**src/rtl/matrix_operand_loader_if.sv**
```systemverilog
// Operand byte stream into the matrix operand loader.
// The master drives data/valid and the slave returns ready.
interface matrix_operand_loader_if #(
  parameter int unsigned DATA_W = 8
);
  logic [DATA_W-1:0] in_data;
  logic              in_valid;
  logic              in_ready;

  modport master (output in_data, output in_valid, input in_ready);
  modport slave  (input in_data, input in_valid, output in_ready);
endinterface

```
**src/rtl/matrix_operand_loader.sv**
```systemverilog
// Assembles matrices A then B (row-major) from a byte stream, launches the subtractor
// and blocks further input until the subtractor's sticky done rises.
module matrix_operand_loader #(
  parameter int unsigned DATA_W = 8,
  parameter int unsigned N      = 4
) (
  input  logic                                   clk,
  input  logic                                   rst_n,
  matrix_operand_loader_if.slave                 in_if,
  input  logic                                   flush,
  output logic [0:N-1][0:N-1][DATA_W-1:0]        a_out,
  output logic [0:N-1][0:N-1][DATA_W-1:0]        b_out,
  output logic                                   start,
  input  logic                                   sub_done,
  output logic                                   busy,
  output logic [$clog2(2*N*N):0]                 load_count
);

  localparam int unsigned Elems = N * N;
  localparam int unsigned IdxW  = $clog2(Elems);
  localparam int unsigned RowW  = $clog2(N);
  localparam int unsigned CntW  = $clog2(2 * Elems) + 1;

  typedef enum logic [1:0] {StLoadA, StLoadB, StLaunch, StWait} state_e;

  state_e                              state_q, state_d;
  logic [IdxW-1:0]                     idx_q, idx_d;
  logic [CntW-1:0]                     cnt_q, cnt_d;
  logic [0:N-1][0:N-1][DATA_W-1:0]     a_q, a_d, b_q, b_d;
  logic                                busy_q, busy_d;
  logic                                done_q;
  logic                                ready;
  logic [RowW-1:0]                     row, col;

  assign row = RowW'(idx_q / IdxW'(N));
  assign col = RowW'(idx_q % IdxW'(N));

  always_comb begin
    state_d = state_q;
    idx_d   = idx_q;
    cnt_d   = cnt_q;
    a_d     = a_q;
    b_d     = b_q;
    busy_d  = busy_q;
    ready   = 1'b0;
    start   = 1'b0;
    unique case (state_q)
      StLoadA, StLoadB: begin
        ready = 1'b1;
        // Flush wins over a coincident transfer; array contents are kept.
        if (flush) begin
          idx_d   = '0;
          cnt_d   = '0;
          state_d = StLoadA;
        end else if (in_if.in_valid) begin
          if (state_q == StLoadA) a_d[row][col] = in_if.in_data;
          else                    b_d[row][col] = in_if.in_data;
          cnt_d = cnt_q + CntW'(1);
          if (idx_q == IdxW'(Elems - 1)) begin
            idx_d   = '0;
            state_d = (state_q == StLoadA) ? StLoadB : StLaunch;
          end else begin
            idx_d = idx_q + IdxW'(1);
          end
        end
      end
      StLaunch: begin
        start   = 1'b1;
        busy_d  = 1'b1;
        state_d = StWait;
      end
      StWait: begin
        // Only a fresh 0->1 edge counts; a level left over from the last job is ignored.
        if (sub_done && !done_q) begin
          busy_d  = 1'b0;
          cnt_d   = '0;
          idx_d   = '0;
          state_d = StLoadA;
        end
      end
      default: state_d = StLoadA;
    endcase
  end

  always_ff @(posedge clk) begin
    if (!rst_n) begin
      state_q <= StLoadA;
      idx_q   <= '0;
      cnt_q   <= '0;
      a_q     <= '0;
      b_q     <= '0;
      busy_q  <= 1'b0;
      done_q  <= 1'b0;
    end else begin
      state_q <= state_d;
      idx_q   <= idx_d;
      cnt_q   <= cnt_d;
      a_q     <= a_d;
      b_q     <= b_d;
      busy_q  <= busy_d;
      done_q  <= sub_done;
    end
  end

  assign in_if.in_ready = ready && rst_n;
  assign a_out          = a_q;
  assign b_out          = b_q;
  assign busy           = busy_q;
  assign load_count     = cnt_q;

endmodule

```
**src/flat_wrapper.sv**
```systemverilog
// flat-port wrapper written by rule: the top's interface ports become plain ports
module matrix_operand_loader_flat 
#(
  parameter int unsigned DATA_W = 8,
  parameter int unsigned N      = 4
)
  (clk, rst_n, flush, a_out, b_out, start, sub_done, busy, load_count, in_if_in_data, in_if_in_valid, in_if_in_ready);
  matrix_operand_loader_if #(.DATA_W(DATA_W)) in_if_i ();
  input  logic clk;
  input  logic rst_n;
  input  logic flush;
  output logic [0:N-1][0:N-1][DATA_W-1:0] a_out;
  output logic [0:N-1][0:N-1][DATA_W-1:0] b_out;
  output logic start;
  input  logic sub_done;
  output logic busy;
  output logic [$clog2(2*N*N):0] load_count;
  input wire logic [$bits(in_if_i.in_data)-1:0] in_if_in_data;
  input wire logic [$bits(in_if_i.in_valid)-1:0] in_if_in_valid;
  output wire logic [$bits(in_if_i.in_ready)-1:0] in_if_in_ready;
  assign in_if_i.in_data = in_if_in_data;
  assign in_if_i.in_valid = in_if_in_valid;
  assign in_if_in_ready = in_if_i.in_ready;
  matrix_operand_loader #(.DATA_W(DATA_W), .N(N)) u_core (.clk(clk), .rst_n(rst_n), .in_if(in_if_i), .flush(flush), .a_out(a_out), .b_out(b_out), .start(start), .sub_done(sub_done), .busy(busy), .load_count(load_count));
endmodule
```
**config.mk**
```make
export PLATFORM = sky130hd
export DESIGN_NAME = matrix_operand_loader_flat
export DESIGN_NICKNAME = d
export VERILOG_FILES = /design/src/rtl/matrix_operand_loader_if.sv /design/src/rtl/matrix_operand_loader.sv /design/src/flat_wrapper.sv
export SDC_FILE = /design/constraint.sdc
export NUM_CORES = 1
export LEC_CHECK = 0
export ABC_AREA = 1
export CAP_MARGIN = 20
export CORE_MARGIN = 3
export CORE_UTILIZATION = 37
export DETAILED_ROUTE_END_ITERATION = 6
export SYNTH_ARGS = -nofsm -noshare
export SYNTH_HDL_FRONTEND = slang
export SYNTH_SLANG_ARGS = --single-unit
export TNS_END_PERCENT = 30
```
**constraint.sdc**
```tcl
create_clock -name clk -period 2.24 [get_ports clk]
set_input_delay 0.336 -clock clk [delete_from_list [all_inputs] [get_ports clk]]
set_output_delay 0.336 -clock clk [all_outputs]
set_load 0.05 [all_outputs]
```
* After elaboration in Yosys (flattened, before gate mapping) *
Cells that the tools add are included.
Widths: inputs -> output; s select.

storage, ports and cells
  register bits = 270
  output and inout port bits = 265
  word-level logic and storage cells = 93

operators by class
  $add $sub $neg = 2
  order comparisons = 4
  equal/unequal tests = 7
  mux-type cells = 25
  bitwise operators = 4
  reduce and logical (&&, ||, !) cells = 14

operators by type and width
  operator             number
  $bwmux 128           2
  $demux 32 s2         1
  $mux 32              1
  $mux 6               3
  $demux 8 s2          1
  $mux 4               4
  $pmux 6 s2           1
  $mux 2               5
  $mux 8               1
  $pmux 4 s2           1
  $reduce_and 4->1     2
  $add 6x1->6 const B  1
  $ge 3x3->1 const B   2
  $lt 3x1->1 const B   2
  $not 2->3            2
  $pmux 2 s3           1
  $reduce_and 3->1     2
  $add 4x1->4 const B  1
  $eq 2x2->1 const B   2
  $eq 4x4->1 const B   1
  $logic_and 1x1->1    4
  $reduce_bool 2->1    2
  $mux 1               3
  $ne 3x2->1 const B   1
  other kinds (9)      10

* Depth between registers and ports, before layout *
  depth after elaboration = 8
  mapped depth = 10
  depth with buffers taken out = 9

* Worst setup path after synthesis *
Ideal clock, no wire load.

  path type = input to output
  start point = input port rst_n
  end point = output port in_if_in_ready
  arrival time = 1,351 ps
  required time = 1,904 ps
  setup slack = 553 ps
  stages on the path = 3
  buffers on the path = 1
  cells stage by stage = clkbuf_1 > inv_1 > nor2_1

between the ends
  longest elaborated chain between the ends = 1

ends and longest elaborated chain
  what                line                          RTL
  start: declaration  flat_wrapper.sv:10            input logic rst_n;
  $logic_and 1x1->1   matrix_operand_loader.sv:105  assign in_if.in_ready = ready && rst_n;
  end: declaration    flat_wrapper.sv:20            output wire logic [$bits(in_if_i.in_ready)-1:0] in_if_in_ready;

No other way between the ends.

* Worst setup path in the final report *
  start point = register u_core.cnt_q[2] (netlist: u_core.load_count[2])
  end point = output port load_count[2]

RTL lines
  what                      line                         RTL
  start: declaration        matrix_operand_loader.sv:28  logic [CntW-1:0] cnt_q, cnt_d;
  start signal: assignment  matrix_operand_loader.sv:97  cnt_q <= cnt_d;
  end: declaration          flat_wrapper.sv:17           output logic [$clog2(2*N*N):0] load_count;

No word-level cell between the ends.

==> summary.txt <==
STA
  – Sum Neg Setup Slack: 0 ns
  – Actual slew at the worst max-slew pin: around 1 ns
  – Ratio of final minimum period to clock period: ~96%
  – Final setup viols: 0
  – Unrepaired setup endpoints after global routing: false
  – Final min period: approximately 2.2 ns
  – Pins over their slew limit: 0
  – Rel. slew slack: about 33%
  – Max Clock Freq: approximately 460 MHz
  – Fin. Hold Viols: 0
  – Layout Skew: between 0.01 and 0.015 ns

GRT
  – GR Util met2: between 30 and 40%
  – First-pass GRT wire length: ~54 mm
  – Global route overflow: 0
  – Initial antenna violation count: 0
  – Met3 global-route usage: 6.80%
  – Gr usage total: a little under a quarter
  – Busiest grt layer: met2
  – Global routing usage on met1: roughly 30%
  – Number of global-route vias before repair: ~9000
  – Largest net degree at the start of global routing: 175

Finish
  – Diodes inserted: 0
  – Cell area after layout: 14100 µm²
  – Synth-to-Final Area Change: 39.2%
  – Fin nets: 1570
  – # fillers: ~2500
  – Share of cells above drive strength 1: 8.48%

Critical path
  – CP Cell Sequence: clkdlybuf4s50_1
  – Crit path from: u_core.load_count[2]$_SDFFE_PN0P_
  – Slowest CP cell: clkdlybuf4s50_1
  – CP Buf/Inv Count: 1
  – Crit path capture type: output pin
  – Largest delay share family, worst path: buffers and inverters
  – Crit path DAT: 1.82 ns
  – R2R Path Start: u_core.idx_q[0]$_SDFFE_PN0P_
  – Max incr delay on CP: between 0.8 and 0.9 ns
  – Data required time of the worst path: approximately 1.9 ns
  – Critical setup path kind: register to output pin
  – Crit start category: register
  – Worst-path maximum fanout: 5

CTS
  – Clock transition at the registers of the reported paths: about 0.060 ns
  – Clock Latency Late Sink: roughly 0.55 ns
  – CTS max path bufs: 3
  – CTS HTree Levels: 1
  – TritonCTS clock tree: built
  – Root Buffer: clkbuf_16
  – # clock sinks: 270
  – CTS buffer count: 29
  – Postcts setup bufs: 0

Die
  – Die height: approximately 170 µm
  – # rows: between 50 and 60
  – Core area: between 20000 and 30000 µm²
  – Die Wd: about 170 µm
  – Initial core utilization: between 30% and 40%
  – Ports: around 280
  – Die ar.: around 29000 µm²

Flow run
  – MaxCap Viol Count: 0

Placed design
  – Detail Placement HPWL: ~23 mm
  – IO buf count: between 200 and 300
  – Placed cell area: around 13000 µm²
  – Routability Congestion: around 0.80

Routing
  – DR WL/cell: between 15 and 20 µm
  – Drt total wl: approximately 35 mm
  – Vias after detailed routing: a little under 10000
  – Vias/cell: 5.08
  – Post-DRT Antenna Nets: 0
  – DR DRC count: 0
  – TritonRoute pass-1 iters: 5
  – Initial DRC Count: between 900 and 1000

Hold path
  – Hold Startpoint: rst_n
  – Worst min path class: primary input to register

Run status
  – Status: complete, no violations

Power
  – IR drop worst, VDD: about 0.00051 V
  – Static power due to leakage: 5.76 nW
  – Pwr Total: around 10 mW
  – Pwr per Cell Area: between 700 and 800 nW/µm²

Synth
  – Post-synthesis sequential area ratio: between 50 and 60%
  – Post-Syn Instances: approximately 1300
  – Ys Warns: 0
  – Avg Inst Size Synth: between 7 and 8 µm²
  – #FFs+latches synth: 270
  – Post-Syn Nets: approximately 1300
  – Cell variety after synth: 24
  – Post-Syn Area: between 10000 and 15000 µm²
==> power by group <==
part	total [mW]	leakage [nW]	internal [mW]	switching [mW]
Combinational	0.609	3.13	0.142	0.468
Sequential	4.86	2.18	4.84	0.0265
Clock	4.72	0.452	2.78	1.94
Total	10.2	5.76	7.76	2.44
==> sequential cells by signal, indices dropped and copies added (netlist names) <==
signal             cells
u_core.a_out         128
u_core.b_out         128
u_core.busy            1
u_core.done_q          1
u_core.idx_q           4
u_core.load_count      6
u_core.state_q         2
==> layer usage <==
| metal | share of wire (%) | wire length (µm) |
|---|---|---|
| met2 | 46 | 16200 |
| met1 | 43 | 15200 |
| met4 | 3.0 | 1070 |
| met3 | 8.0 | 2830 |
| met5 | 0 | 0 |
==> final cells by class <==
cell class	instances	area, µm²	area share, %
clock buffers	41	831	5.88
clock inverters	7	91.3	0.646
inverters	47	179	1.27
multi-input cells	905	4260	30.1
flip-flops and latches	270	5410	38.3
well taps	335	419	2.97
repair buffers	299	2950	20.8
==> through the flow <==
step           instances  utilization [%]  hold WS (ns)  worst slack (ns)
3_5_place_dp        1856             49.8         0.471            0.0838
2_1_floorplan       1294                -         0.429             0.553
6_report            1904             53.3        0.0927            0.0803
3_3_place_gp        1856             49.8         0.464             0.152
5_1_grt             1904             53.3        0.0950            0.0406
4_1_cts             1904             53.3        0.0727            0.0874
==> cell usage after synthesis <==
master	instances	share of area (%)
nor2_8	10	2.0
inv_4	1	0.062
clkbuf_1	44	1.6
nand3_1	7	0.35
inv_1	24	0.89
o21ai_0	262	13
buf_12	1	0.20
buf_4	1	0.074
nor2_2	11	0.68
nand2_2	4	0.25
buf_1	8	0.30
nand3_4	1	0.17
nor3_1	128	6.3
nor2_4	8	0.89
nor2_1	417	15
a21oi_1	16	0.79
nand2_1	31	1.1
a211oi_1	1	0.074
inv_2	22	0.81
nand4_1	2	0.12
dfxtp_1	270	53
nand3_2	2	0.20
ha_1	5	0.62
buf_2	18	0.89
==> cells by family after synthesis <==
| group | after synthesis | synth area share, % |
|---|---|---|
| compound gates | 279 | 13.8 |
| fa+ha+maj | 5 | 0.616 |
| flops | 270 | 53.3 |
| simple gates | 621 | 27.5 |
| buf+inv | 119 | 4.84 |
==> worst paths after layout <==
| check | end | slack (ns) | depth (start not counted) |
|---|---|---|---|
| min reg2reg | u_core.busy$_SDFFE_PN0P_ | 0.48 | 2 |
| max reg2reg | u_core.b_out[37]$_SDFFE_PN0P_ | 0.43 | 5 |
| min | u_core.state_q[0]$_SDFFE_PN0P_ | 0.09 | 3 |
| max | load_count[2] | 0.08 | 1 |
==> layout by cell type (no fill, tap or decap), types with 2 or more instances in the layout <==
master,netlist,routed
a21oi_1,16,16
buf_12,1,4
buf_2,18,8
buf_4,1,19
bufinv_16,0,2
clkbuf_1,44,6
clkbuf_16,0,29
clkbuf_8,0,6
clkdlybuf4s50_1,0,266
clkinv_2,0,3
dfxtp_1,270,270
ha_1,5,5
inv_1,24,24
inv_2,22,22
nand2_1,31,31
nand2_2,4,4
nand3_1,7,7
nand3_4,1,2
nand4_1,2,2
nor2_1,417,417
nor2_2,11,11
nor2_4,8,8
nor2_8,10,10
nor3_1,128,128
o21ai_0,262,262
==> repair_timing <==
item	in CTS	in global routing
hold buffers	0	0
endpoints found under the hold margin	0	0
gates resized for setup	1	0
endpoints found under the setup margin	1	0
No activity file was read; power rests on OpenSTA's default activity.
